File: src/rtl/ds_dac_mod.sv
// Second-order CIFB delta-sigma DAC modulator: one-entry sample buffer, OSR phase counter, 1-bit output.
// Optional +/-1 LSB LFSR dither on the modulator input when DS_DAC_DITHER_EN is defined.
module ds_dac_mod #(
  parameter int W     = 16,
  parameter int OSR   = 64,
  parameter int ACC_W = 20,
  parameter int CLIP  = 24576
) (
  input  logic                clk,
  input  logic                rst,
  input  logic signed [W-1:0] din,
  input  logic                din_valid,
  output logic                din_ready,
  output logic                dout,
  output logic                sample_tick,
  output logic                underrun,
  output logic                clip,
  output logic                ovl
);

  localparam int CNT_W = (OSR > 1) ? $clog2(OSR) : 1;
  localparam logic [CNT_W-1:0] CNT_LAST = CNT_W'(OSR - 1);
  // Two guard bits cover i + in + fb before saturation.
  localparam int SUM_W = ACC_W + 2;

  localparam logic signed [W-1:0]     CLIP_HI = W'(CLIP);
  localparam logic signed [W-1:0]     CLIP_LO = -CLIP_HI;
  localparam logic signed [SUM_W-1:0] SAT_HI  = {{3{1'b0}}, {(ACC_W-1){1'b1}}};
  localparam logic signed [SUM_W-1:0] SAT_LO  = -SAT_HI;
  localparam logic signed [SUM_W-1:0] FB_P    = {{(SUM_W-W){1'b0}}, 1'b1, {(W-1){1'b0}}};
  localparam logic signed [SUM_W-1:0] FB_N    = -FB_P;

  function automatic logic signed [W-1:0] clamp_in(input logic signed [W-1:0] x);
    if (x > CLIP_HI) return CLIP_HI;
    if (x < CLIP_LO) return CLIP_LO;
    return x;
  endfunction

  function automatic logic sat_hit(input logic signed [SUM_W-1:0] x);
    return (x > SAT_HI) || (x < SAT_LO);
  endfunction

  function automatic logic signed [ACC_W-1:0] sat_acc(input logic signed [SUM_W-1:0] x);
    logic signed [SUM_W-1:0] y;
    y = x;
    if (x > SAT_HI) y = SAT_HI;
    if (x < SAT_LO) y = SAT_LO;
    return y[ACC_W-1:0];
  endfunction

  logic [CNT_W-1:0]        r_cnt;
  logic signed [W-1:0]     r_buf;
  logic                    r_buf_full;
  logic signed [W-1:0]     r_active;
  logic                    r_tick;
  logic                    r_underrun;
  logic                    r_clip;
  logic signed [ACC_W-1:0] r_i1;
  logic signed [ACC_W-1:0] r_i2;
  logic                    r_dout;
  logic                    r_ovl;

  logic                    w_wrap;
  logic                    w_capture;
  logic signed [W-1:0]     w_clamped;
  logic                    w_clip_hit;
  logic signed [SUM_W-1:0] w_act_ext;
  logic signed [SUM_W-1:0] w_mod_in;
  logic signed [SUM_W-1:0] w_fb;
  logic signed [SUM_W-1:0] w_i1_ext;
  logic signed [SUM_W-1:0] w_i2_ext;
  logic signed [SUM_W-1:0] w_i1_sum;
  logic signed [SUM_W-1:0] w_i2_sum;
  logic signed [ACC_W-1:0] w_i1_next;
  logic signed [ACC_W-1:0] w_i2_next;

  assign w_wrap     = (r_cnt == CNT_LAST);
  assign w_capture  = din_valid && !r_buf_full;
  assign w_clamped  = clamp_in(din);
  assign w_clip_hit = (w_clamped != din);

  // Buffer, phase counter and sample hand-over
  always_ff @(posedge clk or negedge rst) begin
    if (!rst) begin
      r_cnt      <= '0;
      r_buf      <= '0;
      r_buf_full <= 1'b0;
      r_active   <= '0;
      r_tick     <= 1'b0;
      r_underrun <= 1'b0;
      r_clip     <= 1'b0;
    end else begin
      r_cnt      <= w_wrap ? '0 : r_cnt + 1'b1;
      r_tick     <= w_wrap && r_buf_full;
      r_underrun <= w_wrap && !r_buf_full;
      r_clip     <= w_capture && w_clip_hit;
      if (w_wrap && r_buf_full) begin
        r_active   <= r_buf;
        r_buf_full <= 1'b0;
      end else if (w_capture) begin
        r_buf      <= w_clamped;
        r_buf_full <= 1'b1;
      end
    end
  end

  assign w_act_ext = {{(SUM_W-W){r_active[W-1]}}, r_active};

`ifdef DS_DAC_DITHER_EN
  localparam logic signed [SUM_W-1:0] DITH_P = {{(SUM_W-1){1'b0}}, 1'b1};
  localparam logic signed [SUM_W-1:0] DITH_N = -DITH_P;

  logic [15:0] r_lfsr;
  logic        w_lfsr_fb;

  assign w_lfsr_fb = r_lfsr[15] ^ r_lfsr[13] ^ r_lfsr[12] ^ r_lfsr[10];

  always_ff @(posedge clk or negedge rst) begin
    if (!rst) r_lfsr <= 16'hACE1;
    else      r_lfsr <= {r_lfsr[14:0], w_lfsr_fb};
  end

  assign w_mod_in = w_act_ext + (r_lfsr[0] ? DITH_P : DITH_N);
`else
  assign w_mod_in = w_act_ext;
`endif

  assign w_fb      = r_dout ? FB_P : FB_N;
  assign w_i1_ext  = {{(SUM_W-ACC_W){r_i1[ACC_W-1]}}, r_i1};
  assign w_i2_ext  = {{(SUM_W-ACC_W){r_i2[ACC_W-1]}}, r_i2};
  // Second integrator takes the old i1, giving the two-clock input-to-output latency.
  assign w_i1_sum  = w_i1_ext + w_mod_in - w_fb;
  assign w_i2_sum  = w_i2_ext + w_i1_ext - w_fb;
  assign w_i1_next = sat_acc(w_i1_sum);
  assign w_i2_next = sat_acc(w_i2_sum);

  // Loop state and quantizer
  always_ff @(posedge clk or negedge rst) begin
    if (!rst) begin
      r_i1   <= '0;
      r_i2   <= '0;
      r_dout <= 1'b0;
      r_ovl  <= 1'b0;
    end else begin
      r_i1   <= w_i1_next;
      r_i2   <= w_i2_next;
      r_dout <= !w_i2_next[ACC_W-1];
      r_ovl  <= sat_hit(w_i1_sum) || sat_hit(w_i2_sum);
    end
  end

  assign din_ready   = !r_buf_full;
  assign dout        = r_dout;
  assign sample_tick = r_tick;
  assign underrun    = r_underrun;
  assign clip        = r_clip;
  assign ovl         = r_ovl;

endmodule

File: config.mk
export PLATFORM = sky130hd
export DESIGN_NAME = ds_dac_mod
export DESIGN_NICKNAME = d
export VERILOG_FILES = /design/src/rtl/ds_dac_mod.sv
export SDC_FILE = /design/constraint.sdc
export NUM_CORES = 1
export LEC_CHECK = 0
export ABC_CLOCK_PERIOD_IN_PS = 6800
export CORE_MARGIN = 2
export CORE_UTILIZATION = 55
export DETAILED_ROUTE_END_ITERATION = 8
export PLACE_DENSITY = 0.76
export REMOVE_ABC_BUFFERS = 1
export SETUP_SLACK_MARGIN = 0.5
export SYNTH_ARGS = -nofsm -noshare
export SYNTH_HDL_FRONTEND = slang
export SYNTH_SLANG_ARGS = --single-unit
File: constraint.sdc
create_clock -name clk -period 6.8 [get_ports clk]
set_input_delay 1.36 -clock clk [delete_from_list [all_inputs] [get_ports clk]]
set_output_delay 1.36 -clock clk [all_outputs]
set_load 0.05 [all_outputs]
# Word-level counts from Yosys, hierarchy flattened
# Cells that the tools add are included.
# word_totals
wordCells,51
ff_bits,84
input_bits,19
out_inout_bits,6
# classes
muxes,15
n_addsub,5
n_lt_le_gt_ge,6
n_reduce_logical,11
n_bitwise,1
n_eq_ne,2
# ops
cell,n
two-way mux 20 bit,4
two-way mux 16 bit,4
> comparator 22 x 20 -> 1 bit (second input constant),2
< comparator 22 x 20 -> 1 bit (second input constant),2
subtractor 21 x 22 -> 22 bit,2
two-way mux 22 bit,1
adder 20 x 16 -> 21 bit,1
adder 20 x 20 -> 21 bit,1
> comparator 16 bit (second input constant),1
< comparator 16 bit (second input constant),1
!= test 16 bit,1
adder 6 x 1 -> 6 bit (second input constant),1
equality test 6 bit (second input constant),1
two-way mux 6 bit,1
two-way mux 1 bit,5
logical AND 1 bit,4
logical OR 1 bit,3
logical NOT 1 bit,2
AND reduction 2 bit,1
nonzero test 2 bit,1
NOT 1 bit,1

# Longest topological paths before layout
# depth
word_depth,7
depth_mapped,17
depth_no_buf,14

# Least setup slack after synthesis
# OpenSTA, ideal clock, no wires.
# synth_path
kind,register -> register
start,reg r_dout (netlist: dout)
end,reg r_i2[0]
path_stages_with_launch,15
arrival_ps,4363
period_less_slack_ps,4494
n_path_buf,1
setup_ps,132
path_slack_ps,2306
required_ps,6668
path_cell_list,dfrtp_1 inv_1 fa_1 inv_1 ha_1 a21oi_1 o21ai_0 a22o_1 a311o_4 or4_1 o311a_1 a2bb2oi_1 o21a_1 buf_6 or3b_1
# synth_between
elab_chain_len,5
elab_cells_between_ends,6
cone_classes,1 x add/sub; 2 x order compare; 3 x mux
# synth_lines
element,line,rtl
from (decl),60,logic r_dout;
from (signal assigned),147,r_dout <= !w_i2_next[ACC_W-1];
two-way mux 22 bit *,128,assign w_fb = r_dout ? FB_P : FB_N;
subtractor 21 x 22 -> 22 bit *,133,assign w_i2_sum = w_i2_ext + w_i1_ext - w_fb;
> comparator 22 x 20 -> 1 bit,46,if (x > SAT_HI) y = SAT_HI;
two-way mux 20 bit,46,
two-way mux 20 bit *,47,if (x < SAT_LO) y = SAT_LO;
net w_i2_next[0],75,logic signed [ACC_W-1:0] w_i2_next;
to (signal assigned),146,r_i2 <= w_i2_next;
to (decl),59,logic signed [ACC_W-1:0] r_i2;
# The timed path passes the listed nets; every way through them passes the cells marked *.
# A chain may end at the register's enable or synchronous reset.

# Worst setup path in the final report
# layout_path
start,reg r_dout (netlist: dout)
end,reg r_ovl (netlist: ovl)
# layout_between
elab_chain_len,5
elab_cells_between_ends,10
cone_classes,2 x add/sub; 4 x order compare; 1 x mux; 3 x reduce/logical
# layout_lines
element,line,rtl
two-way mux 22 bit *,128,
subtractor 21 x 22 -> 22 bit (on tied branches),"132, 133",
> comparator 22 x 20 -> 1 bit / < comparator 22 x 20 -> 1 bit (equally long branches),40,return (x > SAT_HI) || (x < SAT_LO);
logical OR 1 bit,40,
logical OR 1 bit *,148,r_ovl <= sat_hit(w_i1_sum) || sat_hit(w_i2_sum);
to (signal assigned),148,
to (decl),61,logic r_ovl;
# Every way passes the cells marked *; elsewhere a longest branch is shown, timed or not.

==> impl_results.md <==
* Status: completed
* Num CTS Buffers at 9
* Longest Clk Path Bufs at 2
* Skew final at 0.00868 ns
* Hold slack at 0.472 ns
* Syn Area/Cell at between 8 and 9 sq um
* Yosys warns at 0
* Post-CTS Resized at 0
* Area Growth Syn to Fin at 7.70%
* Main flop type after synthesis: dfrtp_1
* Largest net degree at the start of global routing at 85
* Final setup margin at 2.18 ns
* Clock root cell: clkbuf_8
* Fin Setup TNS at 0 ns
* Post-route DRC violation count at 0
* Via Count at between 4k and 5k
* Worst setup path endpoint: ovl
* Seq/Total Area, Yosys at 0.340
* Cts hold-fix bufs at 0
* Worst Max-Slew Pin Slew at between 1 and 1.5 ns
* Placed Cells at 850
* Count leader, synth: inv_1
* Max-cap viol count at 0
* Worst setup SP type: flip-flop
* CP Capture Type: flip-flop
* RSZ-0062 raised after global routing: false
* Critical path class: reg -> reg
* Cell Area, Synth at 6190 sq um
* Global Route Usage Sum at 0.224
* Req. time, crit path at 7.03 ns
* R2R Setup Slk at 2.18 ns
* Core area at about 11,000 sq um
* CP Max Fanout at 20
* Cells after synthesis at 707
* Post-synth EDFFs at 0
* Clk_lat worst skew at 0.35 ns
* # fillers at 966
* Fmax at 216 MHz
* Vias in the first global route at 4,822
* Grt total ovfl at 0
* Total Nets Final at 822
* Arr. time, crit path at 4.84 ns
* Cell variety after synth at 68
* PortBufs at 24
* Critical R2R Launch: dout
* Final setup viols at 0
* Die Width at around 110 um
* Fin crit period at 4.62 ns
* R2R depth at 14
* CP Launch Point: dout
* Hold/Removal Path Class: reg -> reg
* Power density over cell area at between 100 and 150 nW/um^2
* Share of cells above drive strength 1 at 0.0455
* Drt total wl at ~12,000 um
* CTS tree: yes
* DR iter-0 viols at roughly 320
* Clock Sinks at 84
* First-pass GRT wire length at 21,400 um
* Vias/cell at 5.71
* Synth top area cells: dfrtp_1 34%, ha_1 15%, inv_1 7.6%
* Final Max Slew Viols at 0
* Final-report hold violation count at 0
* Die H at 110 um
* WL/cell at 14.4 um
* Antenna diode instance count at 0
* Starting Density at 0.569
* H-Tree Level Count at 3
* GPL Wtd Cong at 0.831
* Synth top area share at 0.340
* DIE AREA at 12,100 sq um
* Remaining antenna violation count at 0
* Row cnt at 38
* Max_slew headroom at 0.315
* FF-to-FF End: ovl
* Asr flop ratio synth at 1.00
* Initial antenna violation count at 0
* Pleak at ~3.3 nW
* Top Ports at 25
* Pre-antenna DRT Iters at 5
* Post-route clock period utilization at 0.679
* FF+latch count, synth at 84
* Commonest cells post-synth: 125 x inv_1, 84 x dfrtp_1, 74 x ha_1
* Fin cells at roughly 870
* Cell taking the most area after synthesis: dfrtp_1
* VDD IR-drop max at 0.106 mV
* Total power at 0.838 mW
* Hpwl dp at 9540 um
* Clk pin slew, worst setup/hold paths at 0.08 ns
* Place WS at around 2.2 ns
* Post CTS Setup Buffer Count at 0
[layout make-up]
type | count | area, sq um | share of cell area
Inverter | 125 | 469 | 0.0704
Clock inverter | 3 | 15.0 | 0.00225
Tap cell | 140 | 175 | 0.0263
Clock buffer | 12 | 135 | 0.0203
Timing Repair Buffer | 28 | 268 | 0.0402
Multi-Input combinational cell | 473 | 3500 | 0.525
Sequential cell | 84 | 2100 | 0.315
[flip-flops by register name, summed over array words and instances, names as in the netlist]
| signal | count |
|---|---|
| clip | 1 |
| dout | 1 |
| ovl | 1 |
| r_active | 16 |
| r_buf | 16 |
| r_buf_full | 1 |
| r_cnt | 6 |
| r_i1 | 20 |
| r_i2 | 20 |
| sample_tick | 1 |
| underrun | 1 |
[worst max-delay path: stages (launching register included)]
cell	delay, ns
dfrtp_1	0.62
inv_1	0.18
fa_1	0.56
inv_1	0.05
ha_1	0.36
a21oi_1	0.22
o21ai_0	0.15
a22o_1	0.28
a311o_4	0.42
or4_1	0.52
o311a_1	0.14
a2bb2oi_1	0.13
o21a_1	0.19
buf_4	0.20
or4b_1	0.47
[layout by cell type, fill, tap and decap left out, drive strengths merged, types with 5 or more instances in the layout]
master / instances
nor3: 12
clkbuf: 12
a31oi: 11
ha: 74
o211ai: 10
o21ai: 38
buf: 5
xor2: 15
a21oi: 64
dfrtp: 84
xnor2: 16
nand2b: 6
nand4: 8
a22o: 14
nor2: 32
inv: 125
nand2: 45
fa: 8
a21o: 11
clkdlybuf4s50: 23
nand3: 15
nor2b: 7
o21a: 12
[power by group]
| part | total [mW] | leakage, nW | switching (mW) | internal [mW] |
|---|---|---|---|---|
| logic | 0.0325 | 2.12 | 0.0169 | 0.0156 |
| clock network | 0.296 | 0.0800 | 0.167 | 0.129 |
| registers | 0.510 | 1.13 | 0.00380 | 0.506 |
[layer usage]
metal | share of wire | routed length, um | vias up | GRT usage
li1 | - | - | 2456 | -
met1 | 0.46 | 5750 | 2375 | 0.294
met2 | 0.50 | 6150 | 93 | 0.382
met3 | 0.029 | 360 | 18 | 0.0417
met4 | 0.013 | 161 | 0 | 0.0545
met5 | 0 | 0 | - | 0
[worst min path at each step]
stage | from | end | cells past startpoint
2_1_floorplan | r_cnt[5] | r_cnt[5] | 1
5_1_grt | r_cnt[4] | r_cnt[4] | 1
3_3_place_gp | r_cnt[5] | r_cnt[5] | 1
3_5_place_dp | r_cnt[4] | r_cnt[4] | 1
4_1_cts | r_cnt[4] | r_cnt[4] | 1
6_report | r_cnt[4] | r_cnt[4] | 1
[metrics by stage]
step / util / cell area, sq um
floorplan: - / 6070
global placement: 0.599 / 6520
detailed placement: 0.599 / 6520
CTS: 0.612 / 6670
global route: 0.612 / 6670
finish: 0.612 / 6670
[kinds of logic after synthesis]
| group | share of synthesized area |
|---|---|
| AND/OR/NAND/NOR | 0.134 |
| flip-flops | 0.340 |
| AO/OA/AOI/OAI | 0.208 |
| buffers and inverters | 0.0946 |
| multiplexers | 0.00505 |
| adder cells (fa/ha/maj) | 0.175 |
| XOR/XNOR | 0.0439 |
Power figures use the tool's default switching activity.
